<file path="src/rtl/seg_scan_ctrl.sv">
// Multiplexed 4-digit seven-segment scan controller with two display banks.
// Loads are staged in a holding register and committed only at frame boundaries.
module seg_scan_ctrl #(
  parameter int unsigned SCAN_DIV    = 100000,
  parameter int unsigned SWAP_FRAMES = 500
) (
  input  logic        clk,
  input  logic        reset,
  input  logic        load,
  input  logic [15:0] data,
  input  logic        bank_sel,
  input  logic        blank,
  output logic        load_ack,
  output logic [6:0]  CA,
  output logic [7:0]  AN,
  output logic [1:0]  digit,
  output logic        phase
);

  localparam int unsigned PW = (SCAN_DIV > 1) ? $clog2(SCAN_DIV) : 1;
  localparam int unsigned FW = (SWAP_FRAMES > 1) ? $clog2(SWAP_FRAMES) : 1;
  localparam logic [PW-1:0] PRESC_MAX = PW'(SCAN_DIV - 1);
  localparam logic [FW-1:0] FRAME_MAX = FW'(SWAP_FRAMES - 1);

  typedef enum logic {S_IDLE, S_PEND} state_e;

  state_e        state_q, state_d;
  logic [PW-1:0] presc_q, presc_d;
  logic [1:0]    digit_q, digit_d;
  logic [FW-1:0] frame_q, frame_d;
  logic          phase_q, phase_d;
  logic [15:0]   hold_data_q, hold_data_d;
  logic          hold_bank_q, hold_bank_d;
  logic [15:0]   bank0_q, bank0_d;
  logic [15:0]   bank1_q, bank1_d;
  logic          ack_q, ack_d;
  logic [7:0]    an_q, an_d;
  logic [6:0]    ca_q, ca_d;

  logic          scan_tick_c;
  logic          frame_end_c;
  logic [15:0]   cur_bank_c;
  logic [3:0]    nib_c;

  // Active-low hex decode, segment a in bit 6.
  function automatic logic [6:0] hex7(input logic [3:0] n);
    case (n)
      4'h0:    hex7 = 7'b0000001;
      4'h1:    hex7 = 7'b1001111;
      4'h2:    hex7 = 7'b0010010;
      4'h3:    hex7 = 7'b0000110;
      4'h4:    hex7 = 7'b1001100;
      4'h5:    hex7 = 7'b0100100;
      4'h6:    hex7 = 7'b0100000;
      4'h7:    hex7 = 7'b0001111;
      4'h8:    hex7 = 7'b0000000;
      4'h9:    hex7 = 7'b0000100;
      4'hA:    hex7 = 7'b0001000;
      4'hB:    hex7 = 7'b1100000;
      4'hC:    hex7 = 7'b0110001;
      4'hD:    hex7 = 7'b1000010;
      4'hE:    hex7 = 7'b0110000;
      default: hex7 = 7'b0111000;
    endcase
  endfunction

  always_comb begin
    state_d     = state_q;
    presc_d     = presc_q + PW'(1);
    digit_d     = digit_q;
    frame_d     = frame_q;
    phase_d     = phase_q;
    hold_data_d = hold_data_q;
    hold_bank_d = hold_bank_q;
    bank0_d     = bank0_q;
    bank1_d     = bank1_q;
    ack_d       = 1'b0;

    scan_tick_c = (presc_q == PRESC_MAX);
    frame_end_c = scan_tick_c && (digit_q == 2'd3);

    if (scan_tick_c) begin
      presc_d = '0;
      digit_d = digit_q + 2'd1;
    end

    if (frame_end_c) begin
      if (frame_q == FRAME_MAX) begin
        frame_d = '0;
        phase_d = ~phase_q;
      end else begin
        frame_d = frame_q + FW'(1);
      end
    end

    case (state_q)
      S_IDLE: begin
        if (load) begin
          hold_data_d = data;
          hold_bank_d = bank_sel;
          state_d     = S_PEND;
        end
      end
      S_PEND: begin
        // Commit only at a frame boundary so the visible bank never tears.
        if (frame_end_c) begin
          if (hold_bank_q) bank1_d = hold_data_q;
          else             bank0_d = hold_data_q;
          ack_d   = 1'b1;
          state_d = S_IDLE;
        end
      end
      default: state_d = S_IDLE;
    endcase

    cur_bank_c = phase_q ? bank1_q : bank0_q;
    nib_c      = cur_bank_c[{digit_q, 2'b00} +: 4];
    if (blank) begin
      an_d = 8'hFF;
      ca_d = 7'h7F;
    end else begin
      an_d = {4'hF, ~(4'b0001 << digit_q)};
      ca_d = hex7(nib_c);
    end
  end

  always_ff @(posedge clk or posedge reset) begin
    if (reset) begin
      state_q     <= S_IDLE;
      presc_q     <= '0;
      digit_q     <= '0;
      frame_q     <= '0;
      phase_q     <= 1'b0;
      hold_data_q <= '0;
      hold_bank_q <= 1'b0;
      bank0_q     <= '0;
      bank1_q     <= '0;
      ack_q       <= 1'b0;
      an_q        <= 8'hFF;
      ca_q        <= 7'h7F;
    end else begin
      state_q     <= state_d;
      presc_q     <= presc_d;
      digit_q     <= digit_d;
      frame_q     <= frame_d;
      phase_q     <= phase_d;
      hold_data_q <= hold_data_d;
      hold_bank_q <= hold_bank_d;
      bank0_q     <= bank0_d;
      bank1_q     <= bank1_d;
      ack_q       <= ack_d;
      an_q        <= an_d;
      ca_q        <= ca_d;
    end
  end

  assign load_ack = ack_q;
  assign CA       = ca_q;
  assign AN       = an_q;
  assign digit    = digit_q;
  assign phase    = phase_q;

endmodule

</file>
<file path="config.mk">
export PLATFORM = sky130hd
export DESIGN_NAME = seg_scan_ctrl
export DESIGN_NICKNAME = d
export VERILOG_FILES = /design/src/rtl/seg_scan_ctrl.sv
export SDC_FILE = /design/constraint.sdc
export NUM_CORES = 1
export LEC_CHECK = 0
export CAP_MARGIN = 10
export CORE_ASPECT_RATIO = 0.9
export CORE_MARGIN = 10
export CORE_UTILIZATION = 55
export CTS_BUF_LIST = sky130_fd_sc_hd__clkbuf_16
export CTS_CLUSTER_DIAMETER = 120
export DETAILED_ROUTE_END_ITERATION = 8
export GPL_ROUTABILITY_DRIVEN = 0
export PLACE_DENSITY = 0.78
export SYNTH_ARGS = -nofsm -noshare
export SYNTH_HDL_FRONTEND = slang
export SYNTH_SLANG_ARGS = --single-unit
</file>
<file path="constraint.sdc">
create_clock -name clk -period 8.61 [get_ports clk]
set_clock_uncertainty 0.15 [all_clocks]
set_input_delay 1.722 -clock clk [delete_from_list [all_inputs] [get_ports clk]]
set_output_delay 1.722 -clock clk [all_outputs]
set_load 0.02 [all_outputs]
</file>
==> run_results.csv <==
group,metric,value,unit
status,status,"completed",
floorplan,fp.dieW,113,µm
sta,slew_headroom,0.237,
sta,setup-violations-final,0,
synthesis,synthSimpleGateAreaFrac,0.105,
synthesis,synth_top_family_by_area,"multiplexers",
synthesis,synth_ff_type,"dfrtp_1",
synthesis,avgSynthCellArea,12.9,µm²
sta,hold_viol_final,0,
floorplan,core,7580,µm²
synthesis,async_flop_share,1.00,
worst_setup_path,cpMaxStageDelayCell,"clkdlybuf4s50_1",
cts,cts_tree,"built",
worst_setup_path,cp_top_family,"buffers and inverters",
route,postRouteAntennaNets,0,
synthesis,ys_seq_elements,91,
synthesis,synth_fa_ha_area_frac,0.0349,
floorplan,die_h,104,µm
worst_setup_path,worst-setup-path-type,"reg -> out",
route,wirelength,7920,µm
worst_setup_path,endpoint_kind,"primary output",
cts,h-tree-depth,3,
cts,cts-root-buf,"clkbuf_16",
hold_path,worstHoldPathType,"reg -> reg",
sta,tightest_slew,1140,ps
cts,post-cts-setup-buffers,0,
worst_setup_path,cp.required,6740,ps
synthesis,synth-compound-area-share,0.0485,
route,vias,2678,
grt,grt_max_degree,92,
floorplan,initial_core_util,0.568,
layout,drive_above_1_share,0.250,
flow_run,maxCapViolCount,0,
floorplan,rows,30,
synthesis,synthXorXnorAreaFrac,0.0325,
worst_setup_path,path_cells,"clkdlybuf4s50_1",
sta,drv_slew,0,
grt,grt_pass1_wl,13900,µm
layout,nets,398,
synthesis,synth_seq_area_share,0.532,
layout,final_common_cell,"dfrtp_1",
route,drc,0,
floorplan,io_pins,40,
sta,fin_crit,3610,ps
synthesis,synthDistinctLibCells,49,
power,ir_drop,0.0978,mV
worst_setup_path,start_kind,"register",
power,p_leak,2.23,nW
placed_design,io_buffers,35,
synthesis,synth_area,4310,µm²
route,drtIter0Drc,95,
layout,n_antenna_cell,0,
sta,timing.final.crit_share,0.419,
sta,rsz0062_at_grt,"false",
grt,antenna_found_initial,0,
worst_setup_path,slowest_delay,720,ps
grt,grt_usage,0.141,
synthesis,yosysWarningCount,0,
route,dr.pass1.iters,4,
worst_setup_path,cp.buffers_inverters,1,
grt,overflow,0,
cts,cts_sinks,91,
layout,mostFrequentLayoutCells,"dfrtp_1, mux2_2, clkdlybuf4s50_1",
cts,clock_path_buffers,2,
floorplan,die-area,11800,µm²
worst_setup_path,cp_max_fo,10,
layout,fin_util,0.661,
cts,clk_latency,330,ps
placed_design,dpl.hpwl,5480,µm
sta,fmax,0.277,GHz
synthesis,synth_cells,333,
grt,grt_pass1_vias,2834,
route,wl_per_cell,17.1,µm
cts,hold_buffers,0,
cts,cts.repair.resized,0,
sta,fin_setup_tns,0,ps
power,power.density,184,nW/µm²
layout,area_delta_synth_final,16.3,%
synthesis,synth-edff-count,0,
cts,cts_buffers,9,
route,viasPerCell,5.77,
worst_setup_path,crit_arrival,1740,ps
cts,path_clk_slew,60,ps
synthesis,muxShareOfSynthArea,0.209,
[synthesized netlist by cell type, types with 3 or more instances]
cell,number,share of area
mux2_2,52,0.14
and3_1,3,0.0044
dfrtp_1,80,0.46
nand2_1,17,0.015
o31ai_1,6,0.010
mux4_2,7,0.037
nand3_1,10,0.012
inv_1,10,0.0087
and4_1,4,0.0081
mux2i_1,12,0.028
nor3_1,6,0.0070
a21oi_1,7,0.0081
buf_4,7,0.012
nor2_1,13,0.011
buf_6,3,0.0078
xor2_1,10,0.020
dfstp_2,11,0.067
xnor2_1,6,0.012
o21ai_0,7,0.0081
or4_1,3,0.0052
nand4_1,5,0.0073
clkbuf_1,5,0.0044
ha_1,12,0.035
[report_power, final]
group	total [mW]	internal, mW	switching, mW	leakage, nW
Combinational	0.0355	0.0187	0.0168	0.887
Sequential	0.448	0.440	0.00832	1.19
Clock	0.436	0.280	0.155	0.159
Total	0.920	0.739	0.181	2.23
[layout make-up]
class	count	area, µm²
Clock inverter	5	103
Tap cell	96	120
Fill cell	553	2570
Sequential cell	91	2290
Multi-Input combinational cell	216	1870
Timing Repair Buffer	37	365
Clock buffer	9	225
Inverter	10	38.8
[flip-flops by register name, indices dropped and copies added (netlist names)]
name	flops
AN	4
CA	7
bank0_q	16
bank1_q	16
digit	2
frame_q	9
hold_bank_q	1
hold_data_q	16
load_ack	1
phase	1
presc_q	17
state_q	1
[through the flow]
stage               hold slack [ps]  setup slack [ps]  cells  instance area, µm²  total power, mW
floorplan                       292              4390    336                4320            0.474
global placement                320              5280    450                4680            0.491
detailed placement              325              5260    450                4680            0.493
CTS                             337              4980    464                5010            0.929
global route                    365              4880    464                5010            0.950
finish                          332              5000    464                5010            0.920
[kinds of logic (layout without fill, tap and decap cells)]
logic type      Yosys count  count (layout)
compound gates           32              32
mux                      74              74
simple gates             78              78
fa+ha+maj                12              12
xor+xnor                 16              16
flops                    91              91
buf+inv                  29              61
other cells               1               4
[routing by layer]
metal / vias to the layer above / routed length [µm] / GRT usage
li1: 1249 / - / -
met2: 64 / 3850 / 0.227
met3: 5 / 440 / 0.0502
met1: 1360 / 3560 / 0.175
met4: 0 / 70 / 0.0380
met5: - / 0 / 0
[path summary, 6_finish.rpt]
check                                       start                      to  slack, ps  cells after the start
setup / recovery             digit[0]$_DFFE_PP0N_                digit[0]       5000                      1
hold / removal             frame_q[8]$_DFFE_PP0P_  frame_q[8]$_DFFE_PP0P_        330                      1
setup reg to reg             presc_q[0]$_DFF_PP0_  bank0_q[4]$_DFFE_PP0P_       5760                      5
hold reg to reg            frame_q[8]$_DFFE_PP0P_  frame_q[8]$_DFFE_PP0P_        330                      1
max in group asynchronous                   reset  bank0_q[7]$_DFFE_PP0P_       5690                      3
min in group asynchronous                   reset    digit[1]$_DFFE_PP0N_       1910                      3
No activity file was read; power rests on OpenSTA's default activity.
